### config.mk
export PLATFORM = sky130hd
export DESIGN_NAME = pifo_access_ctrl
export DESIGN_NICKNAME = d
export VERILOG_FILES = /design/src/rtl/pifo_pkg.sv /design/src/rtl/pifo_out_fifo.sv /design/src/rtl/pifo_access_ctrl.sv
export SDC_FILE = /design/constraint.sdc
export NUM_CORES = 1
export LEC_CHECK = 0
export ABC_AREA = 1
export CORE_ASPECT_RATIO = 1.5
export CORE_MARGIN = 4
export CORE_UTILIZATION = 46
export DETAILED_ROUTE_END_ITERATION = 10
export GPL_ROUTABILITY_DRIVEN = 0
export PLACE_DENSITY = 0.79
export REMOVE_ABC_BUFFERS = 1
export SKIP_CTS_REPAIR_TIMING = 1
export SYNTH_ARGS = -nofsm -noshare
export SYNTH_HDL_FRONTEND = slang
export SYNTH_SLANG_ARGS = --single-unit
export TNS_END_PERCENT = 20
### constraint.sdc
create_clock -name i_clk -period 2.2 [get_ports i_clk]
set_input_delay 0.44 -clock i_clk [delete_from_list [all_inputs] [get_ports i_clk]]
set_output_delay 0.44 -clock i_clk [all_outputs]
set_load 0.1 [all_outputs]
### src/rtl/pifo_pkg.sv
// Shared widths, the empty-pop sentinel and the arbitration pointer type
// for the PIFO access controller.
package pifo_pkg;

  localparam int PTW_DEF = 12;
  localparam int MTW_DEF = 8;
  localparam int ENTRY_W = MTW_DEF + PTW_DEF;

  // The tree answers a pop on an empty tree with all-ones.
  localparam logic [ENTRY_W-1:0] EMPTY_SENTINEL = '1;

  // Which side wins the next push/pop contention.
  typedef enum logic {
    PRIO_PUSH = 1'b0,
    PRIO_POP  = 1'b1
  } prio_e;

  // Width of a counter that must hold 0..cap inclusive.
  function automatic int clog2_cap(input int cap);
    return $clog2(cap + 1);
  endfunction

endpackage

### src/rtl/pifo_out_fifo.sv
// First-word-fall-through output buffer. The count output feeds the pop
// credit check in the controller.
module pifo_out_fifo #(
  parameter int DEPTH = 4,
  parameter int WIDTH = 20
) (
  input  logic                       i_clk,
  input  logic                       i_rst,
  input  logic                       i_wr_en,
  input  logic [WIDTH-1:0]           i_wr_data,
  input  logic                       i_rd_en,
  output logic                       o_empty,
  output logic [WIDTH-1:0]           o_rd_data,
  output logic [$clog2(DEPTH+1)-1:0] o_count
);

  localparam int AW = $clog2(DEPTH);
  localparam int CW = $clog2(DEPTH + 1);

  logic [WIDTH-1:0] mem [DEPTH];
  logic [AW-1:0]    wr_ptr;
  logic [AW-1:0]    rd_ptr;
  logic [CW-1:0]    count;
  logic             rd_ok;
  logic             wr_ok;

  // A write at full is allowed only alongside a read that frees the slot.
  always_comb begin
    rd_ok = i_rd_en && (count != '0);
    wr_ok = i_wr_en && ((count != CW'(DEPTH)) || rd_ok);
  end

  // Pointer and fill-level bookkeeping.
  always_ff @(posedge i_clk) begin
    if (i_rst) begin
      wr_ptr <= '0;
      rd_ptr <= '0;
      count  <= '0;
    end else begin
      if (wr_ok) wr_ptr <= wr_ptr + 1'b1;
      if (rd_ok) rd_ptr <= rd_ptr + 1'b1;
      case ({wr_ok, rd_ok})
        2'b10:   count <= count + 1'b1;
        2'b01:   count <= count - 1'b1;
        default: count <= count;
      endcase
    end
  end

  // Storage array; contents are don't-care until written.
  always_ff @(posedge i_clk) begin
    if (wr_ok) mem[wr_ptr] <= i_wr_data;
  end

  assign o_rd_data = mem[rd_ptr];
  assign o_empty   = (count == '0);
  assign o_count   = count;

endmodule

### src/rtl/pifo_access_ctrl.sv
// Serialises pushes and pops into the PIFO tree with a minimum operation
// spacing, tracks tree occupancy, issues pops against output-buffer credit
// and forwards popped entries through a FWFT buffer.
module pifo_access_ctrl
  import pifo_pkg::*;
#(
  parameter int PTW        = PTW_DEF,
  parameter int MTW        = MTW_DEF,
  parameter int CAPACITY   = 14,
  parameter int OP_GAP     = 2,
  parameter int POP_LAT    = 1,
  parameter int FIFO_DEPTH = 4
) (
  input  logic                              i_clk,
  input  logic                              i_rst,
  input  logic                              i_enq_valid,
  input  logic [MTW+PTW-1:0]                i_enq_data,
  output logic                              o_enq_ready,
  output logic                              o_pifo_push,
  output logic [MTW+PTW-1:0]                o_pifo_push_data,
  output logic                              o_pifo_pop,
  input  logic [MTW+PTW-1:0]                i_pifo_pop_data,
  output logic                              o_deq_valid,
  output logic [MTW+PTW-1:0]                o_deq_data,
  input  logic                              i_deq_ready,
  output logic [clog2_cap(CAPACITY)-1:0]    o_occupancy,
  output logic [15:0]                       o_empty_drop_cnt
);

  localparam int EW    = MTW + PTW;
  localparam int OCC_W = clog2_cap(CAPACITY);
  localparam int GAP_W = (OP_GAP > 1) ? $clog2(OP_GAP) : 1;
  localparam int CNT_W = $clog2(FIFO_DEPTH + 1);
  localparam int CRD_W = $clog2(FIFO_DEPTH + POP_LAT + 1);

  localparam logic [EW-1:0]    SENTINEL = '1;
  localparam logic [GAP_W-1:0] GAP_LOAD = GAP_W'(OP_GAP - 1);

  logic [GAP_W-1:0]   gap_cnt;
  logic [OCC_W-1:0]   occ;
  prio_e              prio;
  logic [POP_LAT-1:0] pop_pipe;
  logic [15:0]        drop_cnt;

  logic [CNT_W-1:0]   fifo_count;
  logic               fifo_empty;
  logic [EW-1:0]      fifo_rd_data;

  logic [CRD_W-1:0]   inflight;
  logic               credit_ok;
  logic               gap_zero;
  logic               push_ok;
  logic               pop_ok;
  logic               contend;
  logic               pop_issue;
  logic               enq_ready;
  logic               push_issue;
  logic               cap_valid;
  logic               cap_sentinel;
  logic               fifo_wr;

  // Eligibility, round-robin arbitration and pop-result classification.
  always_comb begin
    inflight = '0;
    for (int i = 0; i < POP_LAT; i++) begin
      inflight = inflight + CRD_W'(pop_pipe[i]);
    end
    // Pops still in the tree pipeline already own a buffer slot.
    credit_ok  = (CRD_W'(fifo_count) + inflight) < CRD_W'(FIFO_DEPTH);
    gap_zero   = (gap_cnt == '0);
    push_ok    = !i_rst && gap_zero && (occ < OCC_W'(CAPACITY));
    pop_ok     = !i_rst && gap_zero && (occ != '0) && credit_ok;
    contend    = push_ok && pop_ok && i_enq_valid;
    pop_issue  = pop_ok && (!contend || (prio == PRIO_POP));
    enq_ready  = push_ok && !pop_issue;
    push_issue = i_enq_valid && enq_ready;

    cap_valid    = pop_pipe[POP_LAT-1];
    cap_sentinel = cap_valid && (i_pifo_pop_data == SENTINEL);
    fifo_wr      = cap_valid && !cap_sentinel;
  end

  // Gap timer, occupancy, arbitration pointer, pop pipeline and drop count.
  always_ff @(posedge i_clk) begin
    if (i_rst) begin
      gap_cnt  <= '0;
      occ      <= '0;
      prio     <= PRIO_PUSH;
      pop_pipe <= '0;
      drop_cnt <= '0;
    end else begin
      if (push_issue || pop_issue) begin
        gap_cnt <= GAP_LOAD;
      end else if (!gap_zero) begin
        gap_cnt <= gap_cnt - 1'b1;
      end

      // An empty answer means our count drifted from the tree; resync to
      // empty but keep a push issued in the same cycle, which the tree holds.
      if (cap_sentinel) begin
        occ <= push_issue ? OCC_W'(1) : '0;
      end else if (push_issue) begin
        occ <= occ + 1'b1;
      end else if (pop_issue) begin
        occ <= occ - 1'b1;
      end

      if (contend) begin
        prio <= pop_issue ? PRIO_PUSH : PRIO_POP;
      end

      pop_pipe[0] <= pop_issue;
      for (int i = 1; i < POP_LAT; i++) begin
        pop_pipe[i] <= pop_pipe[i-1];
      end

      if (cap_sentinel && (drop_cnt != 16'hFFFF)) begin
        drop_cnt <= drop_cnt + 1'b1;
      end
    end
  end

  pifo_out_fifo #(
    .DEPTH (FIFO_DEPTH),
    .WIDTH (EW)
  ) u_out_fifo (
    .i_clk     (i_clk),
    .i_rst     (i_rst),
    .i_wr_en   (fifo_wr),
    .i_wr_data (i_pifo_pop_data),
    .i_rd_en   (i_deq_ready),
    .o_empty   (fifo_empty),
    .o_rd_data (fifo_rd_data),
    .o_count   (fifo_count)
  );

  assign o_enq_ready      = enq_ready;
  assign o_pifo_push      = push_issue;
  assign o_pifo_push_data = i_enq_data;
  assign o_pifo_pop       = pop_issue;
  assign o_deq_valid      = !fifo_empty;
  assign o_deq_data       = fifo_rd_data;
  assign o_occupancy      = occ;
  assign o_empty_drop_cnt = drop_cnt;

endmodule

== Word-level counts from Yosys, hierarchy flattened ==
Memories as Yosys holds them, arrays and structs flattened. A register that Yosys moved wholly into a read port is not among the register bits.
Index checks and enable logic that the tools add are counted.
W data, S select, Z words.
Cells by class
  eq/ne operators: 5
  reduce and logical (&&, ||, !) cells: 27
  muxes and demuxes: 12
  $mul: 0
  shifts and indexed selects: 0
  $lt $le $gt $ge: 2
  bitwise operators: 1
  divide/modulo/power cells: 0
  add/sub/neg operators: 9
Operators with widths (count)
  $eq A20 B20 Y1 const B: 1
  $add A16 B1 Y16 const B: 1
  $ne A16 B16 Y1 const B: 1
  $logic_and A1 B1 Y1: 14
  $mux W4: 3
  $mux W1: 6
  $pmux W3 S2: 1
  $reduce_bool A3 Y1: 2
  $logic_not A1 Y1: 5
  $add A2 B1 Y2 const B: 2
  $add A4 B1 Y4 const B: 1
  $lt A4 B4 Y1 const B: 1
  $mux W2: 2
  $reduce_bool A4 Y1: 1
  $sub A4 B1 Y4 const B: 1
  $add A3 B1 Y3: 1
  $add A3 B1 Y3 const B: 1
  $logic_not A3 Y1: 1
  $logic_or A1 B1 Y1: 3
  $lt A3 B3 Y1 const B: 1
  $ne A3 B3 Y1 const B: 1
  $sub A3 B1 Y3 const B: 1
  $eq A2 B1 Y1 const B: 1
  $eq A2 B2 Y1 const B: 1
  other kinds (3): 3
Word-level totals
  bits in writable memories: 80
  memory bits (read-only): 0
  bits in latches: 0
  word-level logic and storage cells: 65
  memories kept: 1
  flip-flop bits (word level): 30
  input bits: 44
Memory list
  u_out_fifo.mem: words 4, width 20, rd ports 1, clocked after memory_dff 1, wr ports 1, line pifo_out_fifo.sv:20  | logic [WIDTH-1:0] mem [DEPTH];

== Logic depth before layout (Yosys ltp) ==
Gate-level depths: netlist (run 1).
  depth after elaboration: 14
  mapped depth: 14

== By module ==
A second synthesis (run 1) with hierarchy kept.
Second synthesis, totals
  cell total of the unflattened synthesis: 502
  area total of the unflattened synthesis: 5103.6 um^2
Modules (own cells, without submodules)
  pifo_out_fifo: cells an instance 260, times used 1, sequential area each 2582.5 um^2, area each 3439.5 um^2
  pifo_access_ctrl: cells an instance 242, times used 1, sequential area each 460.4 um^2, area each 1664.1 um^2

== Worst setup path after synthesis (run 1) ==
Ideal clock, no wire load.
  kind: register -> output
  from: reg occ[1] (netlist: o_occupancy[1])
  to: out o_enq_ready
  required time: 1760 ps
  buffers on the path: 0
  setup slack: -2475 ps
  cell stages (with the launch flop): 6
  data arrival time: 4235 ps
  cell sequence: dfxtp_1 > nand3_1 > nand4_1 > inv_1 > a21oi_1 > nor3b_1
On the way
  word-level cells in the longest chain between the ends: 10
  elaborated cells between the ends (all ways): 12
  those cells by class: order compare: 1; reduce/logical: 11
Ends and longest elaborated chain
  start, declared: line pifo_access_ctrl.sv:40  | logic [OCC_W-1:0] occ;
  start signal, assigned: line pifo_access_ctrl.sv:101  | occ <= push_issue ? OCC_W'(1) : '0;
  start signal, assigned: line pifo_access_ctrl.sv:103  | occ <= occ + 1'b1;
  start signal, assigned: line pifo_access_ctrl.sv:105  | occ <= occ - 1'b1;
  branches (longest 7 deep; another with $lt A4 B4 Y1)
  $logic_and A1 B1 Y1 (*): line pifo_access_ctrl.sv:74  | pop_issue = pop_ok && (!contend || (prio == PRIO_POP));
  via o_pifo_pop: line pifo_access_ctrl.sv:21  | output logic o_pifo_pop,
  $logic_not A1 Y1 (*): line pifo_access_ctrl.sv:75  | enq_ready = push_ok && !pop_issue;
  $logic_and A1 B1 Y1 (*): line pifo_access_ctrl.sv:75
  end, declared: line pifo_access_ctrl.sv:18  | output logic o_enq_ready,
Mark *: on every way through the listed nets, which the timed path passes.

== Worst setup path in the final report (run 1) ==
  from: in i_enq_valid
  to: out o_enq_ready
On the way
  word-level cells in the longest chain between the ends: 6
Ends and longest elaborated chain
  start, declared: line pifo_access_ctrl.sv:16  | input logic i_enq_valid,
  $logic_and A1 B1 Y1: line pifo_access_ctrl.sv:73  | contend = push_ok && pop_ok && i_enq_valid;
  $logic_not A1 Y1: line pifo_access_ctrl.sv:74
  $logic_or A1 B1 Y1: line pifo_access_ctrl.sv:74
  $logic_and A1 B1 Y1: line pifo_access_ctrl.sv:74
  $logic_not A1 Y1: line pifo_access_ctrl.sv:75
  $logic_and A1 B1 Y1: line pifo_access_ctrl.sv:75
No other way between the ends.

==> impl_metrics.tcl, run 1 <==
set metrics [dict create \
    status "completed" \
    seq_area_sq_um 3060 \
    skew_ns 0.0100 \
    drtIter0Drc 139 \
    tightest_slew_ns 0.521 \
    drc_errors 0 \
    async_flop_share_pct 0 \
    drive_gt1_share_pct 25.0 \
    initial_core_util_pct 47.2 \
    reg2reg_from "o_occupancy[2]$_SDFFE_PP0P_" \
    dpl_worst_slack_ns -0.274 \
    drv_slew 0 \
    p_int_w 0.00487 \
    ir_drop_mv 0.933 \
    yosysWarnings 0 \
    grt_pass1_wl_mm 18.7 \
    postRouteAntennaNets 0 \
    clk_pin_slew_ns 0.08 \
    critPathCaptureType "output port" \
    die_area_sq_um 12700 \
    h-tree-depth 3 \
    critPathKind "primary input to output port" \
    hold_violations 0 \
    ys_seq_area_share_pct 60.6 \
    wirelength_mm 11.6 \
    cts_root_buffer "clkbuf_16" \
    clk_latency_ns 0.34 \
    r2r_end "o_occupancy[1]$_SDFFE_PP0P_" \
    fmax_mhz 471 \
    overflow 0 \
    first_pass_iters 4 \
    cts_buffers 9 \
    synth_compound_area_share_pct 11.3 \
    fin_crit_ns 2.12 \
    yosysUniqueCellTypes 32 \
    critPathLaunchType "primary input" \
    io_buffer_count 67 \
    final_core_util_pct 62.2 \
    rsz0062_at_grt "false" \
    p_leak_nw 2.49 \
    stdcell_area_sq_um 6620 \
    antenna_found_initial 0 \
    finalCritPeriodShare_pct 96.4 \
    ff2ff_path_depth 9 \
    clkSinkCount 112 \
    holdPathEnd "u_out_fifo.mem[3][8]$_DFFE_PP_" \
    synth_xor_area_share_pct 2.09 \
    n_fill_cell 816 \
    worstHoldPathType "primary input to flip-flop" \
    ys_seq_elements 112 \
    ios 108 \
    grt_pass1_vias 3955 \
    grtUsageTotal_pct 18.9 \
    fin_ws_ns 0.0784 \
    finalPower_w 0.00873 \
    syn_to_final_growth_pct 31.9 \
    die_x_um 93.3 \
    synth_simple_gate_area_share_pct 16.2 \
    power_switching_w 0.00386 \
    die_h_um 136 \
    yosys-mux-area-fraction_pct 0 \
    diodes 0 \
    synth_area_sq_um 5020 \
    viasPerCell 5.25 \
    p_clk_share_pct 19.1 \
    cts_tree "built" \
    combPwrFrac_pct 50.2 \
    layout.nets 640 \
    setup_tns_ns 0 \
    synth_edf_count 80 \
    p_sw_share_pct 44.2 \
    worstHoldStart "i_pifo_pop_data[8]" \
    wire_per_inst_um 15.8 \
    crit_arrival_ns 1.68 \
    finalSetupViolations 0 \
    rows 46 \
    use_met2_pct 35.1 \
    cap_violations 0 \
    multi_input_area_sq_um 1650 \
    gr-usage-met1_pct 21.1 \
    place_area_sq_um 6240 \
    core_sq_um 10600 \
    hold_depth 1 \
    grtUsageMet3_pct 4.15 \
    power_density_nw_per_um2 1320 \
    grt_max_degree 41 \
    synth.avg_cell_area_sq_um 10.1 \
    slew_headroom_pct 65.2 \
    r2r_setup_slack_ns 0.24 \
    synth_cells 496 \
    synth_fa_ha_area_share_pct 2.54 \
    path_max_fanout 3 \
    seqPwrFrac_pct 30.7 \
    dp_hpwl_mm 8.20 \
    busiest_layer "met2" \
    synth_top_family_by_area "simple AND/OR/NAND/NOR gates" \
    synth_ff_type "edfxtp_1" \
    required_ns 1.76 \
    via_count 3861 \
    clock_path_buffers 2 \
]
through the flow:
step	hold slack, ns	std cells
after global placement	0.453	719
final	0.384	736
after global routing	0.399	736
after detailed placement	0.465	719
after floorplan	0.436	459
after CTS	0.479	735
critical path, cell delays in order:
cell and delay [ns]:
clkdlybuf4s50_1 0.48, nand4_1 0.13, inv_2 0.10, a21oi_2 0.06
nor3b_2 0.25, buf_12 0.21
routing by layer:
layer / share of wire (%) / up-vias / wire [um]
met4: 1.2 / 0 / 142
met3: 6.4 / 12 / 745
met2: 53 / 142 / 6180
met5: 0 / - / 0
met1: 39 / 1835 / 4540
li1: - / 1872 / -
power by group through the flow:
stage	logic, W	registers (W)	clock network (W)
final	0.00438	0.00268	0.00167
after global routing	0.00461	0.00270	0.00181
after CTS	0.00436	0.00266	0.00171
after detailed placement	0.00435	0.00270	0
after global placement	0.00425	0.00269	0
after floorplan	0.00245	0.00298	0
how the worst max path moves through the flow:
| stage | start | end | slack, ns | cells past startpoint |
|---|---|---|---|---|
| floorplan | o_occupancy[1]$_SDFFE_PP0P_ | o_enq_ready | -2.47 | 5 |
| global placement | i_rst | o_occupancy[3]$_SDFFE_PP0P_ | -0.17 | 15 |
| detailed placement | i_rst | o_occupancy[1]$_SDFFE_PP0P_ | -0.27 | 11 |
| CTS | i_rst | o_enq_ready | -0.21 | 9 |
| global route | o_occupancy[3]$_SDFFE_PP0P_ | o_enq_ready | 0.008 | 7 |
| finish | i_enq_valid | o_enq_ready | 0.08 | 6 |
state kept, by name, indices dropped and copies added, names as in the netlist, named ones only:
| register | count |
|---|---|
| u_out_fifo.rd_ptr | 2 |
| u_out_fifo.mem | 80 |
| o_empty_drop_cnt | 16 |
| u_out_fifo.o_count | 3 |
| prio | 1 |
| cap_valid | 1 |
| u_out_fifo.wr_ptr | 2 |
| o_occupancy | 4 |
| gap_cnt | 1 |
kinds of logic after synthesis:
family / Yosys count
AND/OR/NAND/NOR: 194
AO/OA/AOI/OAI: 98
buffers and inverters: 71
flip-flops: 112
adder cells (fa/ha/maj): 9
XOR/XNOR: 12
cell usage after synthesis (2+ instances only):
cell	count	area, sq um
clkbuf_1	13	48.8
a21oi_2	10	87.6
a21oi_1	18	90.1
nand3_1	16	80.1
fa_1	2	40.0
nand4_1	8	50.1
dfxtp_1	32	641
nand3_2	2	20.0
inv_2	4	15.0
nand2_2	2	12.5
nand2_1	81	304
edfxtp_1	80	2400
xor2_1	9	78.8
nor3b_1	2	15.0
nor2_2	2	12.5
inv_1	30	113
nor3_1	6	30.0
xnor2_1	3	26.3
nor2_1	72	270
o21ai_0	47	235
o22ai_1	20	125
buf_4	21	158
ha_1	7	87.6
cells in the final DEF (no fill, tap or decap), types with 11 or more instances in the layout:
master	count
nand2_1	81
edfxtp_1	80
nor2_1	71
buf_4	65
o21ai_0	47
inv_1	29
buf_12	28
dfxtp_1	25
clkdlybuf4s50_1	21
o22ai_1	17
a21oi_1	17
nand3_1	16
a21oi_2	11
cell type report:
cell class                      count  area share [%]
Multi-Input combinational cell    313            24.9
Clock inverter                      7            1.36
Clock buffer                        9            3.40
Tap cell                          144            2.72
Inverter                           34            1.93
Timing Repair Buffer              117            19.6
Sequential cell                   112            46.2
No activity file was read; power rests on OpenSTA's default activity.
==> inputs of run 2 (changes only) <==
Clock period 2.2 ns to 1.95 ns, I/O delays scaled along.
==> impl_metrics.tcl, run 2 (synthesis results as in run 1) <==
set metrics [dict create \
    status "complete, but fails checks" \
    violations "negative setup slack" \
    power_density_nw_per_um2 1460 \
    hold_depth 1 \
    cap_violations 0 \
    die_area_sq_um 12700 \
    ff2ff_path_depth 13 \
    overflow 0 \
    drv_slew 0 \
    largest_register_ff_count 80 \
    drtIter0Drc 254 \
    clkSinkCount 112 \
    die_h_um 136 \
    layout.nets 655 \
    skew_ns 0.0112 \
    cts_buffers 9 \
    hold_violations 0 \
    antenna_found_initial 0 \
    critPathLaunchType "flip-flop" \
    ios 108 \
    critPathKind "flip-flop to output port" \
    clock_path_buffers 2 \
    hold_slack_ns 0.322 \
    final_cell_mix "edfxtp_1, nand2_1, nor2_1" \
    slew_headroom_pct 63.4 \
    critPathCaptureType "output port" \
    fmax_mhz 474 \
    initial_core_util_pct 47.2 \
    cts_tree "built" \
    core_sq_um 10600 \
    r2r_setup_slack_ns -0.10 \
    grt_pass1_wl_mm 19.4 \
    first_pass_iters 5 \
    via_count 4111 \
    finalSetupViolations 4 \
    p_leak_nw 2.87 \
    r2r_end "o_occupancy[3]$_SDFFE_PP0P_" \
    dp_hpwl_mm 8.43 \
    layout_commonest_cell "edfxtp_1" \
    syn_to_final_growth_pct 46.2 \
    worstHoldStart "i_pifo_pop_data[10]" \
    tightest_slew_ns 0.548 \
    place_inst 724 \
    reg2reg_from "o_occupancy[0]$_SDFFE_PP0P_" \
    ir_drop_mv 1.36 \
    viasPerCell 5.47 \
    top_register "u_out_fifo.mem" \
    diodes 0 \
    postRouteAntennaNets 0 \
    path_max_fanout 4 \
    clk_latency_ns 0.35 \
    finalCritPeriodShare_pct 108 \
    holdPathEnd "u_out_fifo.mem[3][10]$_DFFE_PP_" \
    wire_per_inst_um 17.6 \
    drc_errors 0 \
    worstHoldPathType "primary input to flip-flop" \
    h-tree-depth 3 \
    required_ns 1.56 \
    crit_arrival_ns 1.72 \
    cts_root_buffer "clkbuf_16" \
    die_x_um 93.3 \
    clk_pin_slew_ns 0.08 \
    io_buffer_count 67 \
    grt_max_degree 41 \
    wirelength_mm 13.2 \
    grtUsageTotal_pct 19.6 \
    grt_pass1_vias 4125 \
    rows 46 \
    drive_gt1_share_pct 35.4 \
    fin_ws_ns -0.161 \
    final_cell_count_no_fill 751 \
    rsz0062_at_grt "true" \
    final_core_util_pct 69.0 \
    fin_crit_ns 2.11 \
]
==> run 2: layout make-up <==
class	instances	area [sq um]
fillers	715	3310
inverters	34	128
repair buffers	132	1750
clock inverters	7	78.8
flip-flops and latches	112	3070
clock buffers	9	225
multi-input cells	313	1910
well taps	144	180
==> run 2: through the flow <==
step	cell area (sq um)	power [W]	TNS, ns	setup WS [ns]
after floorplan	4790	0.00613	-111.76	-2.67
after global placement	6530	0.00805	-27.54	-0.408
after detailed placement	6530	0.00821	-33.54	-0.624
after CTS	6840	0.0100	-5.29	-0.385
after global routing	7340	0.0111	-1.05	-0.228
final	7340	0.0107	-0.477	-0.161
==> run 2: worst max-delay path, stage by stage, from the launching register on <==
cell	delay, ns
dfxtp_1	0.42
nor2_4	0.07
a21oi_4	0.18
nand2_4	0.08
o21ai_4	0.24
inv_2	0.08
buf_6	0.13
buf_12	0.15
==> run 2: worst max-delay path by stage <==
| stage | from | end | slack (ns) | cells past startpoint |
|---|---|---|---|---|
| 3_3_place_gp | i_rst | o_occupancy[3]$_SDFFE_PP0P_ | -0.41 | 14 |
| 5_1_grt | o_occupancy[0]$_SDFFE_PP0P_ | o_pifo_push | -0.23 | 7 |
| 6_report | o_occupancy[0]$_SDFFE_PP0P_ | o_pifo_push | -0.16 | 7 |
| 4_1_cts | i_rst | o_enq_ready | -0.38 | 9 |
| 3_5_place_dp | i_rst | o_occupancy[3]$_SDFFE_PP0P_ | -0.62 | 14 |
| 2_1_floorplan | o_occupancy[1]$_SDFFE_PP0P_ | o_enq_ready | -2.67 | 5 |
==> run 2: report_power, final <==
part / internal [W] / switching, W
registers: 0.00288 / 0.000211
logic: 0.00213 / 0.00367
clock network: 0.000921 / 0.000914
total: 0.00594 / 0.00480
==> run 2: routing by layer <==
layer	share of wire [%]	track usage, %	vias up	wire [um]
met5	0	0	-	0
met4	1.9	7.42	0	257
met3	7.2	5.26	29	957
met2	55	35.0	192	7230
met1	36	22.0	1987	4790
li1	-	-	1903	-
